`config.mk`:
```
export PLATFORM = sky130hd
export DESIGN_NAME = dat_service_ctrl_flat
export DESIGN_NICKNAME = d
export VERILOG_FILES = /design/src/rtl/dat_pkg.sv /design/src/rtl/dat_service_ctrl_if.sv /design/src/rtl/dat_block_counter.sv /design/src/rtl/dat_service_ctrl.sv /design/src/flat_wrapper.sv
export SDC_FILE = /design/constraint.sdc
export NUM_CORES = 1
export LEC_CHECK = 0
export CORE_ASPECT_RATIO = 0.7
export CORE_MARGIN = 3
export CORE_UTILIZATION = 49
export DETAILED_ROUTE_END_ITERATION = 10
export GPL_TIMING_DRIVEN = 1
export PLACE_DENSITY_LB_ADDON = 0.2
export SYNTH_ARGS = -nofsm -noshare
export SYNTH_HDL_FRONTEND = slang
export SYNTH_HIERARCHICAL = 1
export SYNTH_SLANG_ARGS = --single-unit
```
`constraint.sdc`:
```
create_clock -name clock -period 4 [get_ports clock]
set_input_delay 0.8 -clock clock [delete_from_list [all_inputs] [get_ports clock]]
set_output_delay 0.8 -clock clock [all_outputs]
set_load 0.05 [all_outputs]
```
`src/rtl/dat_pkg.sv`:
```
// Shared types and constants for the DAT transfer sequencer.
package dat_pkg;

    typedef enum logic [2:0] {
        StIdle,
        StWaitRdy,
        StLaunch,
        StWaitDone,
        StNext,
        StAbortWait,
        StFinish
    } state_e;

    localparam logic [1:0] ERR_NONE    = 2'd0;
    localparam logic [1:0] ERR_TIMEOUT = 2'd1;
    localparam logic [1:0] ERR_ABORT   = 2'd2;
    localparam logic [1:0] ERR_BADREQ  = 2'd3;

    // Bits needed to count 0..max_retries inclusive.
    function automatic int unsigned retry_w(input int unsigned max_retries);
        return (max_retries == 0) ? 1 : $clog2(max_retries + 1);
    endfunction

endpackage

```
`src/rtl/dat_service_ctrl_if.sv`:
```
// Host-request, FIFO-status and DAT-engine signals of the transfer sequencer.
interface dat_service_ctrl_if #(
    parameter int unsigned CNT_W = 16
);
    logic             start;
    logic             abort;
    logic             reqWriteRead;
    logic [CNT_W-1:0] reqBlockCount;
    logic [3:0]       reqBlockSize;
    logic [15:0]      reqTimeout;
    logic             reqTimeoutEnable;
    logic             fifoEmpty;
    logic             fifo_full;
    logic             IDLE_out;
    logic             complete;
    logic             timeOutFail;
    logic             newService;
    logic             writeRead;
    logic             multiblock;
    logic [3:0]       blockSize;
    logic [15:0]      timeout;
    logic             timeoutenable;
    logic             busy;
    logic             done;
    logic [1:0]       errorCode;
    logic [CNT_W-1:0] blocksDone;

    modport master (
        output start, abort, reqWriteRead, reqBlockCount, reqBlockSize, reqTimeout,
               reqTimeoutEnable, fifoEmpty, fifo_full, IDLE_out, complete, timeOutFail,
        input  newService, writeRead, multiblock, blockSize, timeout, timeoutenable, busy,
               done, errorCode, blocksDone
    );

    modport slave (
        input  start, abort, reqWriteRead, reqBlockCount, reqBlockSize, reqTimeout,
               reqTimeoutEnable, fifoEmpty, fifo_full, IDLE_out, complete, timeOutFail,
        output newService, writeRead, multiblock, blockSize, timeout, timeoutenable, busy,
               done, errorCode, blocksDone
    );

endinterface

```
`src/rtl/dat_block_counter.sv`:
```
// Remaining-block, completed-block and per-block retry counters for one transfer.
module dat_block_counter
    import dat_pkg::*;
#(
    parameter int unsigned CNT_W       = 16,
    parameter int unsigned MAX_RETRIES = 2
) (
    input  logic             clock,
    input  logic             reset,
    input  logic             load,
    input  logic [CNT_W-1:0] load_count,
    input  logic             block_ok,
    input  logic             retry,
    output logic [CNT_W-1:0] blocks_done,
    output logic             last,
    output logic             exhausted,
    output logic             multi_next
);

    localparam int unsigned       RetryW   = retry_w(MAX_RETRIES);
    localparam logic [CNT_W-1:0]  CntMax   = '1;
    localparam logic [RetryW-1:0] RetryMax = RetryW'(MAX_RETRIES);

    logic [CNT_W-1:0]  remaining_q, remaining_d;
    logic [CNT_W-1:0]  blocks_done_q, blocks_done_d;
    logic [RetryW-1:0] retry_q, retry_d;

    always_comb begin
        remaining_d   = remaining_q;
        blocks_done_d = blocks_done_q;
        retry_d       = retry_q;
        if (load) begin
            remaining_d   = load_count;
            blocks_done_d = '0;
            retry_d       = '0;
        end else if (block_ok) begin
            if (remaining_q != '0) remaining_d = remaining_q - CNT_W'(1);
            if (blocks_done_q != CntMax) blocks_done_d = blocks_done_q + CNT_W'(1);
            retry_d = '0;
        end else if (retry && (retry_q != RetryMax)) begin
            retry_d = retry_q + RetryW'(1);
        end
    end

    always_ff @(posedge clock or negedge reset) begin
        if (!reset) begin
            remaining_q   <= '0;
            blocks_done_q <= '0;
            retry_q       <= '0;
        end else begin
            remaining_q   <= remaining_d;
            blocks_done_q <= blocks_done_d;
            retry_q       <= retry_d;
        end
    end

    assign blocks_done = blocks_done_q;
    assign last        = (remaining_q == '0);
    assign exhausted   = (retry_q >= RetryMax);
    // Lets the owner register multiblock in step with the remaining count.
    assign multi_next  = (remaining_d > CNT_W'(1));

endmodule

```
`src/rtl/dat_service_ctrl.sv`:
```
// Multi-block transfer sequencer: launches one DAT service per block, retries timeouts.
module dat_service_ctrl
    import dat_pkg::*;
#(
    parameter int unsigned CNT_W       = 16,
    parameter int unsigned MAX_RETRIES = 2
) (
    input  logic               clock,
    input  logic               reset,
    dat_service_ctrl_if.slave  bus
);

    state_e      state_q, state_d;
    logic [1:0]  err_q, err_d;
    logic        wr_q;
    logic [3:0]  bs_q;
    logic [15:0] tov_q;
    logic        te_q;
    logic        new_service_q, busy_q, done_q, multiblock_q;
    logic        load, block_ok, retry;
    logic        last, exhausted, multi_next;
    logic        fifo_ready;

    dat_block_counter #(
        .CNT_W       (CNT_W),
        .MAX_RETRIES (MAX_RETRIES)
    ) u_counter (
        .clock       (clock),
        .reset       (reset),
        .load        (load),
        .load_count  (bus.reqBlockCount),
        .block_ok    (block_ok),
        .retry       (retry),
        .blocks_done (bus.blocksDone),
        .last        (last),
        .exhausted   (exhausted),
        .multi_next  (multi_next)
    );

    assign fifo_ready = wr_q ? !bus.fifoEmpty : !bus.fifo_full;

    always_comb begin
        state_d  = state_q;
        err_d    = err_q;
        load     = 1'b0;
        block_ok = 1'b0;
        retry    = 1'b0;
        unique case (state_q)
            StIdle: begin
                if (bus.start) begin
                    load = 1'b1;
                    if (bus.reqBlockCount == '0) begin
                        err_d   = ERR_BADREQ;
                        state_d = StFinish;
                    end else begin
                        err_d   = ERR_NONE;
                        state_d = StWaitRdy;
                    end
                end
            end
            StWaitRdy: if (bus.IDLE_out && fifo_ready) state_d = StLaunch;
            StLaunch:  state_d = StWaitDone;
            StWaitDone: begin
                // Timeout wins over a simultaneous complete.
                if (bus.timeOutFail) begin
                    if (exhausted) begin
                        err_d   = ERR_TIMEOUT;
                        state_d = StFinish;
                    end else begin
                        retry   = 1'b1;
                        state_d = StWaitRdy;
                    end
                end else if (bus.complete) begin
                    block_ok = 1'b1;
                    state_d  = StNext;
                end
            end
            StNext: state_d = last ? StFinish : StWaitRdy;
            StAbortWait: begin
                if (bus.IDLE_out) begin
                    err_d   = ERR_ABORT;
                    state_d = StFinish;
                end
            end
            StFinish: state_d = StIdle;
            default:  state_d = StIdle;
        endcase

        if (bus.abort && (state_q inside {StWaitRdy, StLaunch, StWaitDone, StNext})) begin
            state_d  = StAbortWait;
            err_d    = err_q;
            block_ok = 1'b0;
            retry    = 1'b0;
        end
    end

    // Outputs are registered from the next state so they line up with the state they describe.
    always_ff @(posedge clock or negedge reset) begin
        if (!reset) begin
            state_q       <= StIdle;
            err_q         <= ERR_NONE;
            wr_q          <= 1'b0;
            bs_q          <= '0;
            tov_q         <= '0;
            te_q          <= 1'b0;
            new_service_q <= 1'b0;
            busy_q        <= 1'b0;
            done_q        <= 1'b0;
            multiblock_q  <= 1'b0;
        end else begin
            state_q <= state_d;
            err_q   <= err_d;
            if (load) begin
                wr_q  <= bus.reqWriteRead;
                bs_q  <= bus.reqBlockSize;
                tov_q <= bus.reqTimeout;
                te_q  <= bus.reqTimeoutEnable;
            end
            new_service_q <= (state_d == StLaunch);
            busy_q        <= (state_d != StIdle);
            done_q        <= (state_d == StFinish);
            multiblock_q  <= (state_d != StIdle) && multi_next;
        end
    end

    assign bus.newService    = new_service_q;
    assign bus.writeRead     = wr_q;
    assign bus.blockSize     = bs_q;
    assign bus.timeout       = tov_q;
    assign bus.timeoutenable = te_q;
    assign bus.busy          = busy_q;
    assign bus.done          = done_q;
    assign bus.multiblock    = multiblock_q;
    assign bus.errorCode     = err_q;

endmodule

```
`src/flat_wrapper.sv`:
```
// flat-port wrapper written by rule: the top's interface ports become plain ports
module dat_service_ctrl_flat import dat_pkg::*;
#(
    parameter int unsigned CNT_W       = 16,
    parameter int unsigned MAX_RETRIES = 2
)
  (clock, reset, bus_start, bus_abort, bus_reqWriteRead, bus_reqBlockCount, bus_reqBlockSize, bus_reqTimeout, bus_reqTimeoutEnable, bus_fifoEmpty, bus_fifo_full, bus_IDLE_out, bus_complete, bus_timeOutFail, bus_newService, bus_writeRead, bus_multiblock, bus_blockSize, bus_timeout, bus_timeoutenable, bus_busy, bus_done, bus_errorCode, bus_blocksDone);
  dat_service_ctrl_if #(.CNT_W(CNT_W)) bus_i ();
  input  logic clock;
  input  logic reset;
  input wire logic [$bits(bus_i.start)-1:0] bus_start;
  input wire logic [$bits(bus_i.abort)-1:0] bus_abort;
  input wire logic [$bits(bus_i.reqWriteRead)-1:0] bus_reqWriteRead;
  input wire logic [$bits(bus_i.reqBlockCount)-1:0] bus_reqBlockCount;
  input wire logic [$bits(bus_i.reqBlockSize)-1:0] bus_reqBlockSize;
  input wire logic [$bits(bus_i.reqTimeout)-1:0] bus_reqTimeout;
  input wire logic [$bits(bus_i.reqTimeoutEnable)-1:0] bus_reqTimeoutEnable;
  input wire logic [$bits(bus_i.fifoEmpty)-1:0] bus_fifoEmpty;
  input wire logic [$bits(bus_i.fifo_full)-1:0] bus_fifo_full;
  input wire logic [$bits(bus_i.IDLE_out)-1:0] bus_IDLE_out;
  input wire logic [$bits(bus_i.complete)-1:0] bus_complete;
  input wire logic [$bits(bus_i.timeOutFail)-1:0] bus_timeOutFail;
  output wire logic [$bits(bus_i.newService)-1:0] bus_newService;
  output wire logic [$bits(bus_i.writeRead)-1:0] bus_writeRead;
  output wire logic [$bits(bus_i.multiblock)-1:0] bus_multiblock;
  output wire logic [$bits(bus_i.blockSize)-1:0] bus_blockSize;
  output wire logic [$bits(bus_i.timeout)-1:0] bus_timeout;
  output wire logic [$bits(bus_i.timeoutenable)-1:0] bus_timeoutenable;
  output wire logic [$bits(bus_i.busy)-1:0] bus_busy;
  output wire logic [$bits(bus_i.done)-1:0] bus_done;
  output wire logic [$bits(bus_i.errorCode)-1:0] bus_errorCode;
  output wire logic [$bits(bus_i.blocksDone)-1:0] bus_blocksDone;
  assign bus_i.start = bus_start;
  assign bus_i.abort = bus_abort;
  assign bus_i.reqWriteRead = bus_reqWriteRead;
  assign bus_i.reqBlockCount = bus_reqBlockCount;
  assign bus_i.reqBlockSize = bus_reqBlockSize;
  assign bus_i.reqTimeout = bus_reqTimeout;
  assign bus_i.reqTimeoutEnable = bus_reqTimeoutEnable;
  assign bus_i.fifoEmpty = bus_fifoEmpty;
  assign bus_i.fifo_full = bus_fifo_full;
  assign bus_i.IDLE_out = bus_IDLE_out;
  assign bus_i.complete = bus_complete;
  assign bus_i.timeOutFail = bus_timeOutFail;
  assign bus_newService = bus_i.newService;
  assign bus_writeRead = bus_i.writeRead;
  assign bus_multiblock = bus_i.multiblock;
  assign bus_blockSize = bus_i.blockSize;
  assign bus_timeout = bus_i.timeout;
  assign bus_timeoutenable = bus_i.timeoutenable;
  assign bus_busy = bus_i.busy;
  assign bus_done = bus_i.done;
  assign bus_errorCode = bus_i.errorCode;
  assign bus_blocksDone = bus_i.blocksDone;
  dat_service_ctrl #(.CNT_W(CNT_W), .MAX_RETRIES(MAX_RETRIES)) u_core (.clock(clock), .reset(reset), .bus(bus_i));
endmodule
```
==> Word level (Yosys, flattened, before mapping) <==
Index checks and enable logic that the tools add are counted.
{ "op_classes": {"eq_ne": 13, "bitwise": 1, "reduce_logical": 18, "n_mux": 36, "n_lt_le_gt_ge": 2, "add_sub_neg": 3} }
{ "ops": {"columns": ["operator", "n"], "rows": [
  ["2-to-1 mux 16 bit", 6],
  ["zero test 16 bit", 2],
  ["2-to-1 mux 3 bit", 9],
  ["one-hot mux 3 bit (6 select lines)", 1],
  ["adder 16 x 1 -> 16 bit (second input constant)", 1],
  ["greater-than comparator 16 x 1 -> 1 bit (second input constant)", 1],
  ["2-to-1 mux 2 bit", 8],
  ["!= test 16 bit (second input constant)", 1],
  ["nonzero test 16 bit", 1],
  ["subtractor 16 x 1 -> 16 bit (second input constant)", 1],
  ["2-to-1 mux 1 bit", 11],
  ["== test 3 x 2 -> 1 bit (second input constant)", 3],
  ["== test 3 bit (second input constant)", 3],
  ["nonzero test 3 bit", 3],
  ["!= test 2 bit (second input constant)", 4],
  ["one-hot mux 2 bit (3 select lines)", 1],
  ["AND reduction 6 bit", 1],
  ["logical AND 1 bit", 4],
  ["nonzero test 2 bit", 2],
  ["nonzero test 4 bit", 1],
  ["== test 3 x 1 -> 1 bit (second input constant)", 1],
  ["zero test 3 bit", 1],
  ["adder 2 x 1 -> 2 bit (second input constant)", 1],
  ["greater-or-equal comparator 2 bit (second input constant)", 1],
  ["other kinds (4)", 5]
]} }
{ "totals": {"reg_bits": 65, "out_inout_bits": 44, "input_bits": 47} }

==> Logic depth before layout (Yosys ltp) <==
{ "depth": {"word_depth": 9, "ltp_mapped": 12, "ltp_nobuf": 11} }

==> Modules after synthesis <==
The synthesis kept the hierarchy.
{ "modules_own_cells": {"columns": ["module", "instances", "area_per_inst_um2", "cells_per_inst"], "rows": [
  ["dat_block_counter", 1, 1951.9, 213],
  ["dat_service_ctrl", 1, 1510.2, 120]
]} }

==> Worst setup path after synthesis <==
No wires, ideal clock.
{ "synth_timing": {"kind": "input port to flip-flop", "startpoint": "input port bus_abort", "endpoint": "register u_core.multiblock_q, in the netlist u_core/bus.multiblock", "arrival_ns": 3.210, "slack_ns": 0.726, "path_buffers": 0, "stages": 11, "cell_sequence": "nor2_1 > nand3_1 > nor2_1 > or4bb_1 > or3_1 > or4_1 > or4_1 > nand3_2 > nor4_1 > nand3_1 > o31a_2"} }
{ "synth_via": {"elab_chain_cells": 6} }
{ "synth_lines": {"columns": ["item", "line", "rtl"], "rows": [
  ["start: declaration", "flat_wrapper.sv:12", "input wire logic [$bits(bus_i.abort)-1:0] bus_abort;"],
  ["logical AND 1 bit", "dat_service_ctrl.sv:89", "if (bus.abort && (state_q inside {StWaitRdy, StLaunch, StWaitDone, StNext})) begin"],
  ["2-to-1 mux 1 bit", "dat_service_ctrl.sv:89", null],
  ["named net u_core.block_ok", "dat_service_ctrl.sv:20", "logic load, block_ok, retry;"],
  ["2-to-1 mux 16 bit", "dat_block_counter.sv:36", "end else if (block_ok) begin"],
  ["2-to-1 mux 16 bit", "dat_block_counter.sv:32", "if (load) begin"],
  ["named net u_core.u_counter.remaining_d[14]", "dat_block_counter.sv:24", "logic [CNT_W-1:0] remaining_q, remaining_d;"],
  ["greater-than comparator 16 x 1 -> 1 bit", "dat_block_counter.sv:61", "assign multi_next = (remaining_d > CNT_W'(1));"],
  ["named net u_core.multi_next", "dat_service_ctrl.sv:21", "logic last, exhausted, multi_next;"],
  ["logical AND 1 bit", "dat_service_ctrl.sv:122", "multiblock_q <= (state_d != StIdle) && multi_next;"],
  ["end signal: assignment", "dat_service_ctrl.sv:122", null],
  ["end: declaration", "dat_service_ctrl.sv:19", "logic new_service_q, busy_q, done_q, multiblock_q;"]
]} }
The timed path passes the listed nets, and every way through them passes these cells.
A chain may end at the register's enable or synchronous reset.

==> Final worst setup path <==
Same ends and word-level chain as after synthesis.

==> results.toml <==
[yosys]
synth_nets = 384
yosysWarnings = 6
netlist_top_cells_area = "dfrtp_1 47%, mux2_2 8.1%, xor2_1 4.0%"
seq_area_frac_synth = 0.470
synth_top_cell_area_share = 0.470
dominantRegCellSynth = "dfrtp_1"
yosysMostFrequentCell = "dfrtp_1"
syn_inst = 333
yosysTopAreaCell = "dfrtp_1"
netlist_area_um2 = 3460
synth-async-reset-ratio = 1.00
synth_common_cells = "65 x dfrtp_1, 31 x nor2_1, 25 x mux2_2"
ys_types = 59
ys_ff_latch = 65
synth_edf_count = 0
syn_area_per_cell_um2 = 10.4

[cts]
cts_setup_buffers = 0
cts_inserted_buffers = 9
cts_tree = "yes"
clockBufferDepth = 2
cts_max_level = 3
worstSkewPairLatency_ns = 0.34
root_buffer = "clkbuf_8"
cts_sinks = 65
postCtsResizedCells = 0
cts.clk_slew.worst_paths_ns = 0.07
cts_hold_buf = 0

[grt]
grt_usage = 0.222
grt.overflow.total = 0
grt_pass1_wl_um = 14400
grt_pass1_vias = 2769
grt_antenna_before_repair = 0
grt_max_degree = 39

[critical_path]
crit_required_ns = 4.22
arrival_ns = 3.93
critPathKind = "in -> reg"
crit_path_max_fanout = 4
cp-start-kind = "input pin"
reg2reg_depth = 11
cp-end-kind = "flip-flop"
ff2ff_setup_slack_ns = 0.63

[sta]
rsz0062_at_grt = "no"
relSlewSlack = 0.494
worstMarginPinSlew_ns = 0.749
max_freq_ghz = 0.270
finalHoldViolCount = 0
setup_tns_ns = 0
final.setup_skew_ns = 0.00527
setup_viol_count_final = 0
min_period_over_period = 0.926
min_period_ns = 3.71
slew_viol_final = 0

[placed_design]
gp_congestion = 0.956
hpwl_um = 6620
post_dp_cell_area_um2 = 4460
dp.cells = 510
io_buffers = 90

[power_and_ir_drop]
switchingPower_mw = 1.49
pwr-share-comb = 0.501
p_per_area_nw_per_um2 = 717
intPower_mw = 1.85
pwr-share-seq = 0.335
totalPowerFinal_mw = 3.34
peakVddDrop_v = 0.000327
p_leak_nw = 1.93
power.share.clock = 0.165
swShare = 0.446

[cells_and_area]
fin_area_um2 = 4650
fillers = 505
diodes = 0
drive_gt1_frac = 0.154
final_nets = 481
areaGrowthSynthToFinish_pct = 34.4
stdcell_count = 526

[status]
outcome = "completed"

[die]
core_area_um2 = 6520
start_util = 0.531
io_pins = 91
die_h_um = 76.3
die-area_um2 = 8130
rows = 24
dieWidth_um = 106

[drt]
vias = 3028
dr.pass1.iters = 5
routed_wl_um = 9030
antenna_left = 0
drc_errors = 0
wl_per_cell_um = 17.2
drt_iter0_markers = 295
viasPerCell = 5.76

[flow_run]
maxCapViolCount = 0

[min_path]
hold_class = "in -> async"
[area by class of cell]
cell class / instances / area [µm²] / area share
Tap cell: 91 / 114 / 0.0245
Sequential cell: 65 / 1630 / 0.349
Multi-Input combinational cell: 245 / 1720 / 0.369
Clock inverter: 7 / 70.1 / 0.0151
Timing Repair Buffer: 100 / 971 / 0.209
Clock buffer: 9 / 124 / 0.0266
Inverter: 9 / 33.8 / 0.00726
[flip-flops by register name, summed over array words and instances, names as in the netlist]
name / cells
u_core/u_counter/blocks_done: 16
u_core/bus.newService: 1
u_core/bus.errorCode: 2
u_core/u_counter/retry_q: 2
u_core/bus.timeoutenable: 1
u_core/bus.blockSize: 4
u_core/bus.done: 1
u_core/state_q: 3
u_core/bus.timeout: 16
u_core/u_counter/remaining_q: 16
u_core/bus.busy: 1
u_core/bus.multiblock: 1
u_core/bus.writeRead: 1
[power groups by stage]
stage,logic (mW),clock network [mW],registers [mW]
after global placement,1.64,0,1.11
after floorplan,0.680,0,1.57
after detailed placement,1.66,0,1.12
final,1.67,0.550,1.12
after global routing,1.77,0.594,1.15
after CTS,1.67,0.563,1.11
[per-stage QoR]
stage | utilization | worst slack [ns] | hold slack [ns]
2_1_floorplan | - | 0.726 | 0.504
3_3_place_gp | 0.685 | 0.127 | 0.464
3_5_place_dp | 0.685 | 0.0820 | 0.472
4_1_cts | 0.714 | 0.402 | 0.469
5_1_grt | 0.714 | 0.125 | 0.493
6_report | 0.714 | 0.295 | 0.453
[logic make-up (layout without fill, tap and decap cells)]
kind of cell	after synthesis	after routing	share of synthesized area
XOR/XNOR	24	24	0.0607
flip-flops	65	65	0.470
AND/OR/NAND/NOR	131	131	0.216
buffers and inverters	23	125	0.0347
multiplexers	28	28	0.0900
AO/OA/AOI/OAI	58	58	0.114
adder cells (fa/ha/maj)	4	4	0.0145
[critical path, stage by stage]
cell	delay, ns
clkdlybuf4s50_1	0.45
nor2_1	0.11
nand3_1	0.10
nor2_1	0.24
or4bb_1	0.58
nor4_1	0.35
o211ai_1	0.20
xnor2_1	0.16
mux2_2	0.27
nor4_1	0.37
nand3_1	0.15
o31a_2	0.14
[path summary, 6_finish.rpt]
kind	from	end
setup / recovery	bus_abort	u_core/bus.multiblock$_DFF_PN0_
hold / removal	reset	u_core/bus.newService$_DFF_PN0_
max in group asynchronous	reset	u_core/u_counter/blocks_done[8]$_DFFE_PN0P_
hold reg to reg	u_core/bus.errorCode[1]$_DFFE_PN0P_	u_core/bus.errorCode[1]$_DFFE_PN0P_
min in group clock	u_core/bus.errorCode[1]$_DFFE_PN0P_	u_core/bus.errorCode[1]$_DFFE_PN0P_
setup reg to reg	u_core/state_q[2]$_DFF_PN0_	u_core/bus.multiblock$_DFF_PN0_
[metal layers]
| layer | vias to the layer above | global-route usage | wire (µm) |
|---|---|---|---|
| met5 | - | 0 | 0 |
| met1 | 1456 | 0.317 | 4140 |
| li1 | 1409 | - | - |
| met4 | 0 | 0.0383 | 72 |
| met2 | 149 | 0.332 | 4020 |
| met3 | 14 | 0.0796 | 794 |
[placed cells by master, fill, tap and decap left out, types with 2 or more instances in the layout]
cell             Yosys  final
a211oi_1             2      2
a21o_1               5      5
a21oi_1              8      8
a31oi_1              7      7
and2_1               6      6
and3_1               3      3
and3b_1              2      2
and4_1               4      4
buf_4                2     10
clkbuf_8             1      9
clkdlybuf4s50_1      0     89
clkinv_2             0      3
dfrtp_1             65     65
ha_1                 4      4
inv_1                9      8
mux2_2              25     25
mux2i_1              3      3
nand2_1             24     24
nand2b_1             3      3
nand3_1             11     11
nand3_2              2      2
nand4_1              4      4
nor2_1              31     31
nor2b_1              2      2
nor3_1               7      7
nor3b_1              4      4
nor4_1               6      6
nor4_2               4      4
nor4bb_1             2      2
o211ai_1             5      5
o21ai_0             14     14
o41ai_1              3      3
or3_1                3      3
or4_1                6      6
xnor2_1              8      8
xor2_1              16     16
Power figures use the tool's default switching activity.
